## config.mk

```make
export PLATFORM = sky130hd
export DESIGN_NAME = find_left_right
export DESIGN_NICKNAME = d
export VERILOG_FILES = /design/src/rtl/find_left_right.sv
export SDC_FILE = /design/constraint.sdc
export NUM_CORES = 1
export LEC_CHECK = 0
export ABC_AREA = 1
export CORE_MARGIN = 1.5
export CORE_UTILIZATION = 59
export DETAILED_ROUTE_END_ITERATION = 10
export GPL_TIMING_DRIVEN = 0
export PLACE_DENSITY = 0.94
export SYNTH_ARGS = -nofsm -noshare
export SYNTH_HDL_FRONTEND = slang
export SYNTH_SLANG_ARGS = --single-unit
```

## constraint.sdc

```tcl
create_clock -name clk -period 4.93 [get_ports clk]
set_input_delay 1.2325 -clock clk [delete_from_list [all_inputs] [get_ports clk]]
set_output_delay 1.2325 -clock clk [all_outputs]
set_load 0.02 [all_outputs]
```

## src/rtl/find_left_right.sv

```systemverilog
// Horizontal-extent search for one star: walks the frame ROM left, then right,
// along the star's middle row, starting from the supplied start column.
module find_left_right #(
   parameter int              xSz       = 8,
   parameter int              ySz       = 7,
   parameter int              addrSz    = 15,
   parameter int              colSz     = 3,
   parameter logic [xSz-1:0]  X_MAX     = 8'd159,
   parameter int              THRESHOLD = 0
) (
   input  logic              clk,
   input  logic              resetn,
   input  logic              TopandBottomFound,
   input  logic [ySz-1:0]    mostTop,
   input  logic [ySz-1:0]    mostBottom,
   input  logic [xSz-1:0]    midPix,
   output logic [addrSz-1:0] memAddr,
   input  logic [colSz-1:0]  memQ,
   output logic [xSz-1:0]    mostLeft,
   output logic [xSz-1:0]    mostRight,
   output logic [ySz-1:0]    midRow,
   output logic [xSz-1:0]    midCol,
   output logic              busy,
   output logic              LeftandRightFound
);

   localparam logic [2:0] IDLE    = 3'd0;
   localparam logic [2:0] LATCH   = 3'd1;
   localparam logic [2:0] L_ISSUE = 3'd2;
   localparam logic [2:0] L_CHECK = 3'd3;
   localparam logic [2:0] R_ISSUE = 3'd4;
   localparam logic [2:0] R_CHECK = 3'd5;
   localparam logic [2:0] DONE    = 3'd6;

   localparam logic [colSz-1:0]  THR        = colSz'(THRESHOLD);
   localparam logic [addrSz-1:0] ROW_STRIDE = addrSz'(X_MAX) + addrSz'(1);

   logic [2:0]     state, state_nxt;
   logic [xSz-1:0] x_cur, x_nxt;
   logic [ySz-1:0] top_q, top_nxt, bot_q, bot_nxt, row_q, row_nxt;
   logic [xSz-1:0] pix_q, pix_nxt;
   logic [xSz-1:0] left_q, left_nxt, right_q, right_nxt, col_q, col_nxt;
   logic [ySz:0]   row_sum;
   logic [xSz:0]   col_sum;
   logic           bright, start_right;

   assign bright = memQ > THR;

   // Next-state and datapath; boundary tests come before any step so x never wraps.
   always_comb begin
      state_nxt   = state;
      x_nxt       = x_cur;
      top_nxt     = top_q;
      bot_nxt     = bot_q;
      pix_nxt     = pix_q;
      row_nxt     = row_q;
      left_nxt    = left_q;
      right_nxt   = right_q;
      col_nxt     = col_q;
      start_right = 1'b0;
      row_sum     = {1'b0, top_q} + {1'b0, bot_q};
      col_sum     = '0;
      case (state)
         IDLE: begin
            if (TopandBottomFound) begin
               top_nxt   = mostTop;
               bot_nxt   = mostBottom;
               pix_nxt   = midPix;
               state_nxt = LATCH;
            end
         end
         LATCH: begin
            row_nxt   = (bot_q < top_q) ? top_q : row_sum[ySz:1];
            x_nxt     = pix_q;
            state_nxt = L_ISSUE;
         end
         L_ISSUE: state_nxt = L_CHECK;
         L_CHECK: begin
            if (!bright) begin
               if (x_cur == pix_q) begin
                  left_nxt  = pix_q;
                  right_nxt = pix_q;
                  state_nxt = DONE;
               end else begin
                  left_nxt    = x_cur + 1'b1;
                  start_right = 1'b1;
               end
            end else if (x_cur == '0) begin
               left_nxt    = '0;
               start_right = 1'b1;
            end else begin
               x_nxt     = x_cur - 1'b1;
               state_nxt = L_ISSUE;
            end
         end
         R_ISSUE: state_nxt = R_CHECK;
         R_CHECK: begin
            if (!bright) begin
               right_nxt = x_cur - 1'b1;
               state_nxt = DONE;
            end else if (x_cur == X_MAX) begin
               right_nxt = X_MAX;
               state_nxt = DONE;
            end else begin
               x_nxt     = x_cur + 1'b1;
               state_nxt = R_ISSUE;
            end
         end
         DONE:    state_nxt = IDLE;
         default: state_nxt = IDLE;
      endcase

      if (start_right) begin
         if (pix_q == X_MAX) begin
            right_nxt = X_MAX;
            state_nxt = DONE;
         end else begin
            x_nxt     = pix_q + 1'b1;
            state_nxt = R_ISSUE;
         end
      end

      // The centre is captured on entry to DONE so it is valid alongside the pulse.
      if (state_nxt == DONE && state != DONE) begin
         col_sum = {1'b0, left_nxt} + {1'b0, right_nxt};
         col_nxt = col_sum[xSz:1];
      end
   end

   always_ff @(posedge clk or negedge resetn) begin
      if (!resetn) begin
         state   <= IDLE;
         x_cur   <= '0;
         top_q   <= '0;
         bot_q   <= '0;
         pix_q   <= '0;
         row_q   <= '0;
         left_q  <= '0;
         right_q <= '0;
         col_q   <= '0;
      end else begin
         state   <= state_nxt;
         x_cur   <= x_nxt;
         top_q   <= top_nxt;
         bot_q   <= bot_nxt;
         pix_q   <= pix_nxt;
         row_q   <= row_nxt;
         left_q  <= left_nxt;
         right_q <= right_nxt;
         col_q   <= col_nxt;
      end
   end

   assign memAddr           = addrSz'(row_q) * ROW_STRIDE + addrSz'(x_cur);
   assign mostLeft          = left_q;
   assign mostRight         = right_q;
   assign midRow            = row_q;
   assign midCol            = col_q;
   assign busy              = (state != IDLE);
   assign LeftandRightFound = (state == DONE);

endmodule

```

-- Word level (Yosys, flattened, before mapping)
Cells that the tools add are included.
- flip-flop bits (word level): 64
- output and inout bits: 48
- logic and storage cells: 66
- add/sub/neg operators: 6
- multipliers: 1
- order comparisons: 2
- equality and inequality tests: 11
- muxes and demuxes: 32
- reductions and logical operators: 5
- operator list (cell ; number):
    two-way mux 8 bit ; 16
    one-hot mux 8 bit (3 select lines) ; 1
    one-hot mux 3 bit (6 select lines) ; 1
    adder 8 x 1 -> 8 bit, second input constant ; 2
    equality test 8 bit, second input constant ; 2
    one-hot mux 8 bit (2 select lines) ; 1
    adder 15 x 8 -> 15 bit ; 1
    two-way mux 3 bit ; 5
    equality test 3 bit, second input constant ; 4
    multiplier 7 x 3 -> 10 bit, second input constant ; 1
    adder 8 x 8 -> 9 bit ; 1
    adder 7 x 7 -> 8 bit ; 1
    equality test 8 bit ; 1
    zero test 8 bit ; 1
    subtractor 8 x 1 -> 8 bit, second input constant ; 1
    < comparator 7 bit ; 1
    two-way mux 7 bit ; 1
    equality test 3 x 2 -> 1 bit, second input constant ; 2
    two-way mux 2 bit ; 3
    two-way mux 1 bit ; 4
    equality test 3 x 1 -> 1 bit, second input constant ; 1
    greater-than comparator 3 x 1 -> 1 bit, second input constant ; 1
    zero test 3 bit ; 1
    != test 3 bit, second input constant ; 1
    3 further kinds ; 3

-- Logic depth before layout (Yosys ltp)
- depth after elaboration: 7
- mapped depth: 23

-- Worst setup path after synthesis
No wires, ideal clock.
- kind: register to output
- from: register row_q[1] (netlist: midRow[1])
- to: output port memAddr[14]
- data arrival time: 2.585 ns
- path slack: 1.112 ns
- stages on the path, launching flop included: 8
- path buffers: 0
- cells stage by stage: dfrtp_1 > ha_1 > ha_1 > fa_1 > inv_1 > nor3_1 > nand4_1 > o31ai_1
- cells in the longest elaborated chain, start to end: 2
- ends and longest elaborated chain (item ; RTL line ; RTL):
    from (decl) ; 40 ; logic [ySz-1:0] top_q, top_nxt, bot_q, bot_nxt, row_q, row_nxt;
    from (signal assigned) ; 147 ; row_q <= row_nxt;
    multiplier 7 x 3 -> 10 bit ; 154 ; assign memAddr = addrSz'(row_q) * ROW_STRIDE + addrSz'(x_cur);
    adder 15 x 8 -> 15 bit ; 154 ;
    to (decl) ; 17 ; output logic [addrSz-1:0] memAddr,
Every way passes these cells.

-- Final worst setup path
Ends and elaborated chain as after synthesis.

==> metrics <==
status=finished clean; Slew headroom=0.503; Syn Inst Count=577; syn nets=644; Die Height=92.8 um; Post-synth EDFFs=0; Critical Path Source Type=flop; Cells after DPL=755; Ys Warns=0; Max Clock Skew=0.0113 ns; Slew Limit Fails=0; Rows=32; die footprint=0.00861 mm2; Crit path arrival time=3.41 ns; Worst-Margin Slew=0.746 ns; Avg WL per Cell=16.4 um; antenna-violating nets left=0; sequential element share of the synthesized area=0.337; crit share post-route=0.942; clock root buffer=clkbuf_8; synth unique cells=53; Routability Congestion=0.911; H-tree depth=3; RSZ-0062 raised after global routing=false; synthesized flop and latch total=64; type of destination of the critical path=output port; final wirelength=12600 um; fmax=215 MHz; Layout Area Growth over Synthesis=22.9%; top_reg_cell synth=dfrtp_1; pwr dens=837 mW/mm2; type of the worst min-delay path=reg -> reg; CTS buffer count=9; detailed placer's ending HPWL=9610 um; worst skew pair latency=0.35 ns; Tot GR Track Use=0.308; Die Wd=92.8 um; total power=4.89 mW; setup TNS=0 ns; Pre-Repair DR Iteration Count=6; num ports=76; port bufs=75; vias in the first global route=4260; Clock Sinks=64; Critical Path Fanout Max=5; Critical Path RT=3.70 ns; Final #Nets=731; first-pass GRT wire length=20700 um; Worst-path clk slew=0.07 ns; # DRC=0; max cap viols=0; Core ar.=0.00777 mm2; syn_area_per_cell=8.24 um2; min cycle time layout=4.64 ns; ys async rst share=1.00; Starting Density=0.612; Netlist Area Pre-Place=0.00476 mm2; reg2reg setup slack=1.48 ns; leakage=2.83 nW; antenna cells=0; total grt overflow=0; drt via density=5.82; share of cells above drive strength 1=0.135; post-CTS setup buffers=0; largest net degree at the start of global routing=35; Setup CP Type=reg -> out; final std cells w/o fill=771; final setup fails=0; Final Util=0.753; initial DRC count=375; DR vias=4485; Clock Tree Buf Depth=2; cts repair resizes=0; smallest hold slack=0.496 ns; initial antenna violation count=0; Worst VDD drop=0.375 mV; CTS hold repair buffers=0; Fin. Hold Viols=0; CTS tree=built
-- layout make-up --
type	instances	area, um2
Inverter	68	262
Clock inverter	5	56.3
Sequential cell	64	1600
Fill cell	568	1920
Multi-Input combinational cell	428	2770
Buffer	17	125
Clock buffer	11	141
Timing Repair Buffer	76	766
Tap cell	102	128
-- power breakdown --
| part | total (mW) | internal, mW | leakage [nW] | switching, mW |
|---|---|---|---|---|
| Sequential | 1.04 | 0.770 | 0.767 | 0.265 |
| Clock | 0.463 | 0.247 | 0.0993 | 0.217 |
| Combinational | 3.39 | 1.43 | 1.96 | 1.97 |
| Total | 4.89 | 2.44 | 2.83 | 2.45 |
-- synth_stat cells (4+ instances only) --
cell | count | area (um2)
a21oi_1 | 40 | 200
buf_4 | 7 | 52.6
clkbuf_1 | 5 | 18.8
dfrtp_1 | 64 | 1600
fa_1 | 4 | 80.1
ha_1 | 35 | 438
inv_1 | 53 | 199
inv_2 | 11 | 41.3
mux2_2 | 7 | 78.8
nand2_1 | 114 | 428
nand2_2 | 11 | 68.8
nand3_1 | 21 | 105
nand4_1 | 5 | 31.3
nor2_1 | 50 | 188
nor3_1 | 8 | 40.0
nor3_2 | 4 | 40.0
o2111ai_1 | 4 | 35.0
o21ai_0 | 25 | 125
o21ai_1 | 6 | 30.0
o21ai_2 | 5 | 43.8
o22ai_1 | 7 | 43.8
xnor2_1 | 11 | 96.3
xor2_1 | 24 | 210
-- metal layers --
metal / GRT usage / vias up / wire length (um)
li1: - / 2096 / -
met2: 0.491 / 216 / 5910
met3: 0.0476 / 35 / 906
met1: 0.421 / 2138 / 5530
met5: 0 / - / 0
met4: 0.116 / 0 / 304
-- worst max-delay path: stages, from the launching register on --
cell and delay (ns):
dfrtp_1 0.45, ha_1 0.34, ha_1 0.23, fa_1 0.53, inv_1 0.08, nor3_1 0.31
nand4_1 0.21, o31ai_1 0.27, clkdlybuf4s50_1 0.64
-- kinds of logic (layout without fill, tap and decap cells) --
family	after synthesis	count (layout)	synth area share
buffers and inverters	85	177	0.0813
DFF	64	64	0.337
and+or+nand+nor	236	236	0.251
AOI/OAI and AO/OA	111	111	0.141
adders and majority gates	39	39	0.109
muxes	7	7	0.0166
xor gates and xnor gates	35	35	0.0644
-- state kept, by name, summed over array words and instances, names as in the netlist --
signal,count
bot_q,7
midCol,8
midRow,7
mostLeft,8
mostRight,8
pix_q,8
state,3
top_q,7
x_cur,8
-- cell usage in the layout, fill, tap and decap left out, types with 7 or more instances in the layout --
master           instances
nor2_1                  50
nor3_1                   8
xor2_1                  24
dfrtp_1                 64
ha_1                    35
mux2_2                   7
xnor2_1                 11
clkbuf_8                10
nand2_1                114
inv_1                   53
nand2_2                 11
buf_4                    7
nand3_1                 21
inv_2                   11
o22ai_1                  7
a21oi_1                 40
o21ai_0                 25
clkdlybuf4s50_1         74
-- metrics by stage --
step / setup slack, ns / area [um2]
finish: 0.285 / 5850
global placement: 0.607 / 5640
floorplan: 1.11 / 4760
global route: 0.153 / 5850
detailed placement: 0.503 / 5650
CTS: 0.374 / 5850
-- final timing paths --
path	start	end	cells after the start
worst max-delay path	midRow[1]	memAddr[14]	8
worst min register to register	midCol[1]	midCol[1]	2
min in group asynchronous	resetn	bot_q[2]	1
max in group asynchronous	resetn	mostRight[5]	2
worst max register to register	x_cur[0]	midCol[7]	19
worst min-delay path	midCol[1]	midCol[1]	2
No activity file was read; power rests on OpenSTA's default activity.
==> patch 1 (same flow settings) <==
Register the outputs `memAddr`, `busy` and `LeftandRightFound`; this adds one clock of latency there. The other outputs are not delayed to match.
--- a/src/rtl/find_left_right.sv
+++ b/src/rtl/find_left_right.sv
@@ -151,13 +151,15 @@
       end
    end
 
-   assign memAddr           = addrSz'(row_q) * ROW_STRIDE + addrSz'(x_cur);
    assign mostLeft          = left_q;
    assign mostRight         = right_q;
    assign midRow            = row_q;
    assign midCol            = col_q;
-   assign busy              = (state != IDLE);
-   assign LeftandRightFound = (state == DONE);
+   always_ff @(posedge clk) begin
+      memAddr           <= addrSz'(row_q) * ROW_STRIDE + addrSz'(x_cur);
+      busy              <= (state != IDLE);
+      LeftandRightFound <= (state == DONE);
+   end
 
 endmodule
 
Formal check against the unedited RTL: not equivalent (a bounded check fails within 4 cycles, from zero or initial values and one cycle with resetn low).
==> patch 1 against the original RTL <==
  * Sequential share of layout area increased by 4.4 points
  * Design area rose by 4.4%
  * Synthesized area rose by 4.6%
  * Register-to-register slack got worse by 0.10 ns
  * Sequential cell count is 17 higher
  * Total power is 2.9% lower
  * Utilization down 0.62 points
  * Worst setup slack improved by 0.40 ns
  * Non-clock buffer count fell by 5
  * Clock power up 20%
  * Clock skew increased by 0.0024 ns
  * Cell count grew 1.9%
  * Routed wire length grew 8.2%
  * Largest power group unchanged
  * First-iteration DRC count increased by 7.5%
==> patch 1: results <==
export IMPL_place_congestion=0.961
export IMPL_synth_area_top_cells="dfrtp_1 (32%), ha_1 (8.8%), nand2_1 (8.3%)"
export IMPL_vias_per_cell=5.78
export IMPL_crit_start="memQ[2]"
export IMPL_track_usage=0.324
export IMPL_arrival_ns=4.53
export IMPL_status="completed"
export IMPL_syn_nets=656
export IMPL_wl_met3_um=875
export IMPL_place_area_um2=5870
export IMPL_first_pass_iters=5
export IMPL_finalNetCount=743
export IMPL_r2r_setup_slack_ns=1.38
export IMPL_skew_ns=0.0137
export IMPL_synth_compound_area_share=0.133
export IMPL_place_hpwl_um=10600
export IMPL_wirelength_met1_um=5790
export IMPL_drive_gt1_frac=0.125
export IMPL_ys_types=47
export IMPL_whs_ns=0.375
export IMPL_use_met1=0.450
export IMPL_grt_max_degree=40
export IMPL_leakage_nw=2.91
export IMPL_muxShareOfSynthArea=0.0181
export IMPL_cp_endpoint="midCol[7]"
export IMPL_cp_max_fo=10
export IMPL_synth_fa_ha_area_frac=0.104
export IMPL_relSlewSlack=0.583
export IMPL_p_sw_frac=0.485
export IMPL_synthArstFlopShare=0.790
export IMPL_whs_endpoint="memAddr[3]"
export IMPL_critPathMaxStageDelay_ns=0.46
export IMPL_ir_worst_vdd_v=0.000444
export IMPL_critPathTopFamily="buffers and inverters"
export IMPL_seqPwrFrac=0.268
## patch 1: changes by cell type in the layout (fill, tap and decap cells not counted), moves of 4 or more
cell     change
buf_4        -5
dfxtp_1     +17
inv_2        +7
nand2_1      -4
nand2_2      -6
nor2_1       +5
o21ai_0      +9
o21ai_1      -6
## patch 1: final cells by class
type / instances / area, um^2
Clock inverter: 5 / 67.6
Clock buffer: 11 / 163
Fill cell: 579 / 2070
Multi-Input combinational cell: 423 / 2670
Timing Repair Buffer: 76 / 766
Inverter: 73 / 279
Sequential cell: 81 / 1940
Buffer: 12 / 83.8
Tap cell: 105 / 131
## patch 1: through the flow
stage	worst slack (ns)	util	power, W	std cells
2_1_floorplan	1.41	-	0.00319	589
3_3_place_gp	0.582	0.717	0.00400	769
3_5_place_dp	0.414	0.719	0.00413	770
4_1_cts	0.768	0.747	0.00472	786
5_1_grt	0.491	0.747	0.00510	786
6_report	0.689	0.747	0.00475	786
==> patch 2 (config.mk and constraints unchanged) <==
Without the edit above. `colSz`: 3 -> 2.
--- a/src/rtl/find_left_right.sv
+++ b/src/rtl/find_left_right.sv
@@ -4,7 +4,7 @@
    parameter int              xSz       = 8,
    parameter int              ySz       = 7,
    parameter int              addrSz    = 15,
-   parameter int              colSz     = 3,
+   parameter int              colSz     = 2,
    parameter logic [xSz-1:0]  X_MAX     = 8'd159,
    parameter int              THRESHOLD = 0
 ) (
Interface: changed (resized memQ); port bits go from 76 to 75. The function was not compared with the original's and may differ.
==> patch 2 against the original RTL <==
  * Synthesized area down 1.7%
  * Count of clock-buffer cells in the layout unchanged
  * Design area down 1.1%
  * Total power up 2.4%
  * Clock skew about the same
  * Routed wire length up 5.2%
  * Worst setup slack better by 0.042 ns
  * Sequential power about the same
  * Sequential cell count unchanged
  * Largest cell class unchanged
  * Highest routed layer unchanged
==> patch 2: results <==
export IMPL_route_vias_total=4585
export IMPL_arrival_ns=4.90
export IMPL_avgRoutedWirePerCell_um=17.2
export IMPL_io_buffers=74
export IMPL_place_hpwl_um=10300
export IMPL_synth_fa_ha_area_frac=0.111
export IMPL_synth_area_top_cells="dfrtp_1 (34%), nand2_1 (9.4%), ha_1 (9.4%)"
export IMPL_max_freq_mhz=217
export IMPL_grt_pass1_wl_um=22400
export IMPL_drtIter0Drc=488
export IMPL_r2r_end="midCol[7]"
export IMPL_finalNetCount=732
export IMPL_leakage_nw=2.77
export IMPL_ir_worst_vdd_v=0.000417
export IMPL_muxShareOfSynthArea=0.0169
export IMPL_track_usage=0.337
export IMPL_critPathMaxStageDelay_ns=0.45
export IMPL_cp_max_fo=8
export IMPL_skew_ns=0.0110
export IMPL_reg2reg_depth=18
export IMPL_r2r_setup_slack_ns=1.29
export IMPL_status="completed"
export IMPL_hold_path_startpoint="midCol[4]"
export IMPL_drive_gt1_frac=0.121
export IMPL_crit_start="memQ[1]"
export IMPL_tightest_slew_ns=0.871
export IMPL_critPathTopFamily="simple AND/OR/NAND/NOR gates"
export IMPL_first_pass_iters=5
export IMPL_dp_slack_ns=0.179
export IMPL_synth_compound_area_share=0.146
export IMPL_syn_nets=646
export IMPL_synth_xor_area_frac=0.0637
export IMPL_synth_common_cells="nand2_1 (117), dfrtp_1 (64), inv_1 (58)"
export IMPL_place_congestion=0.963
export IMPL_hold_path_class="flop to flop"
export IMPL_whs_endpoint="midCol[4]"
export IMPL_grt_max_degree=39
export IMPL_r2r_start="pix_q[1]"
export IMPL_ys_types=45
export IMPL_yosysSeqAreaShare=0.342
export IMPL_whs_ns=0.489
export IMPL_place_area_um2=5560
-- patch 2: cell count changes after synthesis, sizes merged, moves of 3 or more --
cell and delta:
nand3 +4, buf -3, a21oi +8, o22ai -3, o21ai +4, nand2 -5, a31oi -3, nand3b -4
inv +9
-- patch 2: worst max-delay path by stage --
stage                       end  cells after the start
detailed placement    midCol[7]                     21
global route          midCol[7]                     20
CTS                   midCol[7]                     20
global placement      midCol[7]                     20
floorplan           memAddr[14]                      7
finish                midCol[7]                     20
-- patch 2: stage by stage --
stage | std cells | utilization
6_report | 773 | 0.752
5_1_grt | 773 | 0.752
4_1_cts | 773 | 0.752
3_5_place_dp | 757 | 0.723
3_3_place_gp | 756 | 0.721
2_1_floorplan | 580 | -
-- patch 2: layout make-up --
cell class                      instances  area, um^2
Multi-Input combinational cell        427        2690
Timing Repair Buffer                   75         756
Inverter                               75         284
Fill cell                             606        1910
Tap cell                              102         128
Sequential cell                        64        1600
Buffer                                 14        97.6
Clock inverter                          5        80.1
Clock buffer                           11         141
-- patch 2: cell families after synthesis --
| kind of cell | count (synthesis) |
|---|---|
| flops | 64 |
| xor+xnor | 34 |
| mux | 7 |
| simple gates | 230 |
| compound gates | 117 |
| buf+inv | 89 |
| fa+ha+maj | 39 |
-- patch 2: layer usage --
layer | up-vias | track usage | part of all wire
li1 | 2107 | - | -
met1 | 2183 | 0.444 | 0.42
met2 | 252 | 0.562 | 0.48
met3 | 43 | 0.0622 | 0.081
met4 | 0 | 0.108 | 0.027
met5 | - | 0 | 0
-- patch 2: power by group --
| group | switching [W] | internal (W) |
|---|---|---|
| Combinational | 0.00202 | 0.00143 |
| Clock | 0.000221 | 0.000298 |
| Sequential | 0.000266 | 0.000772 |
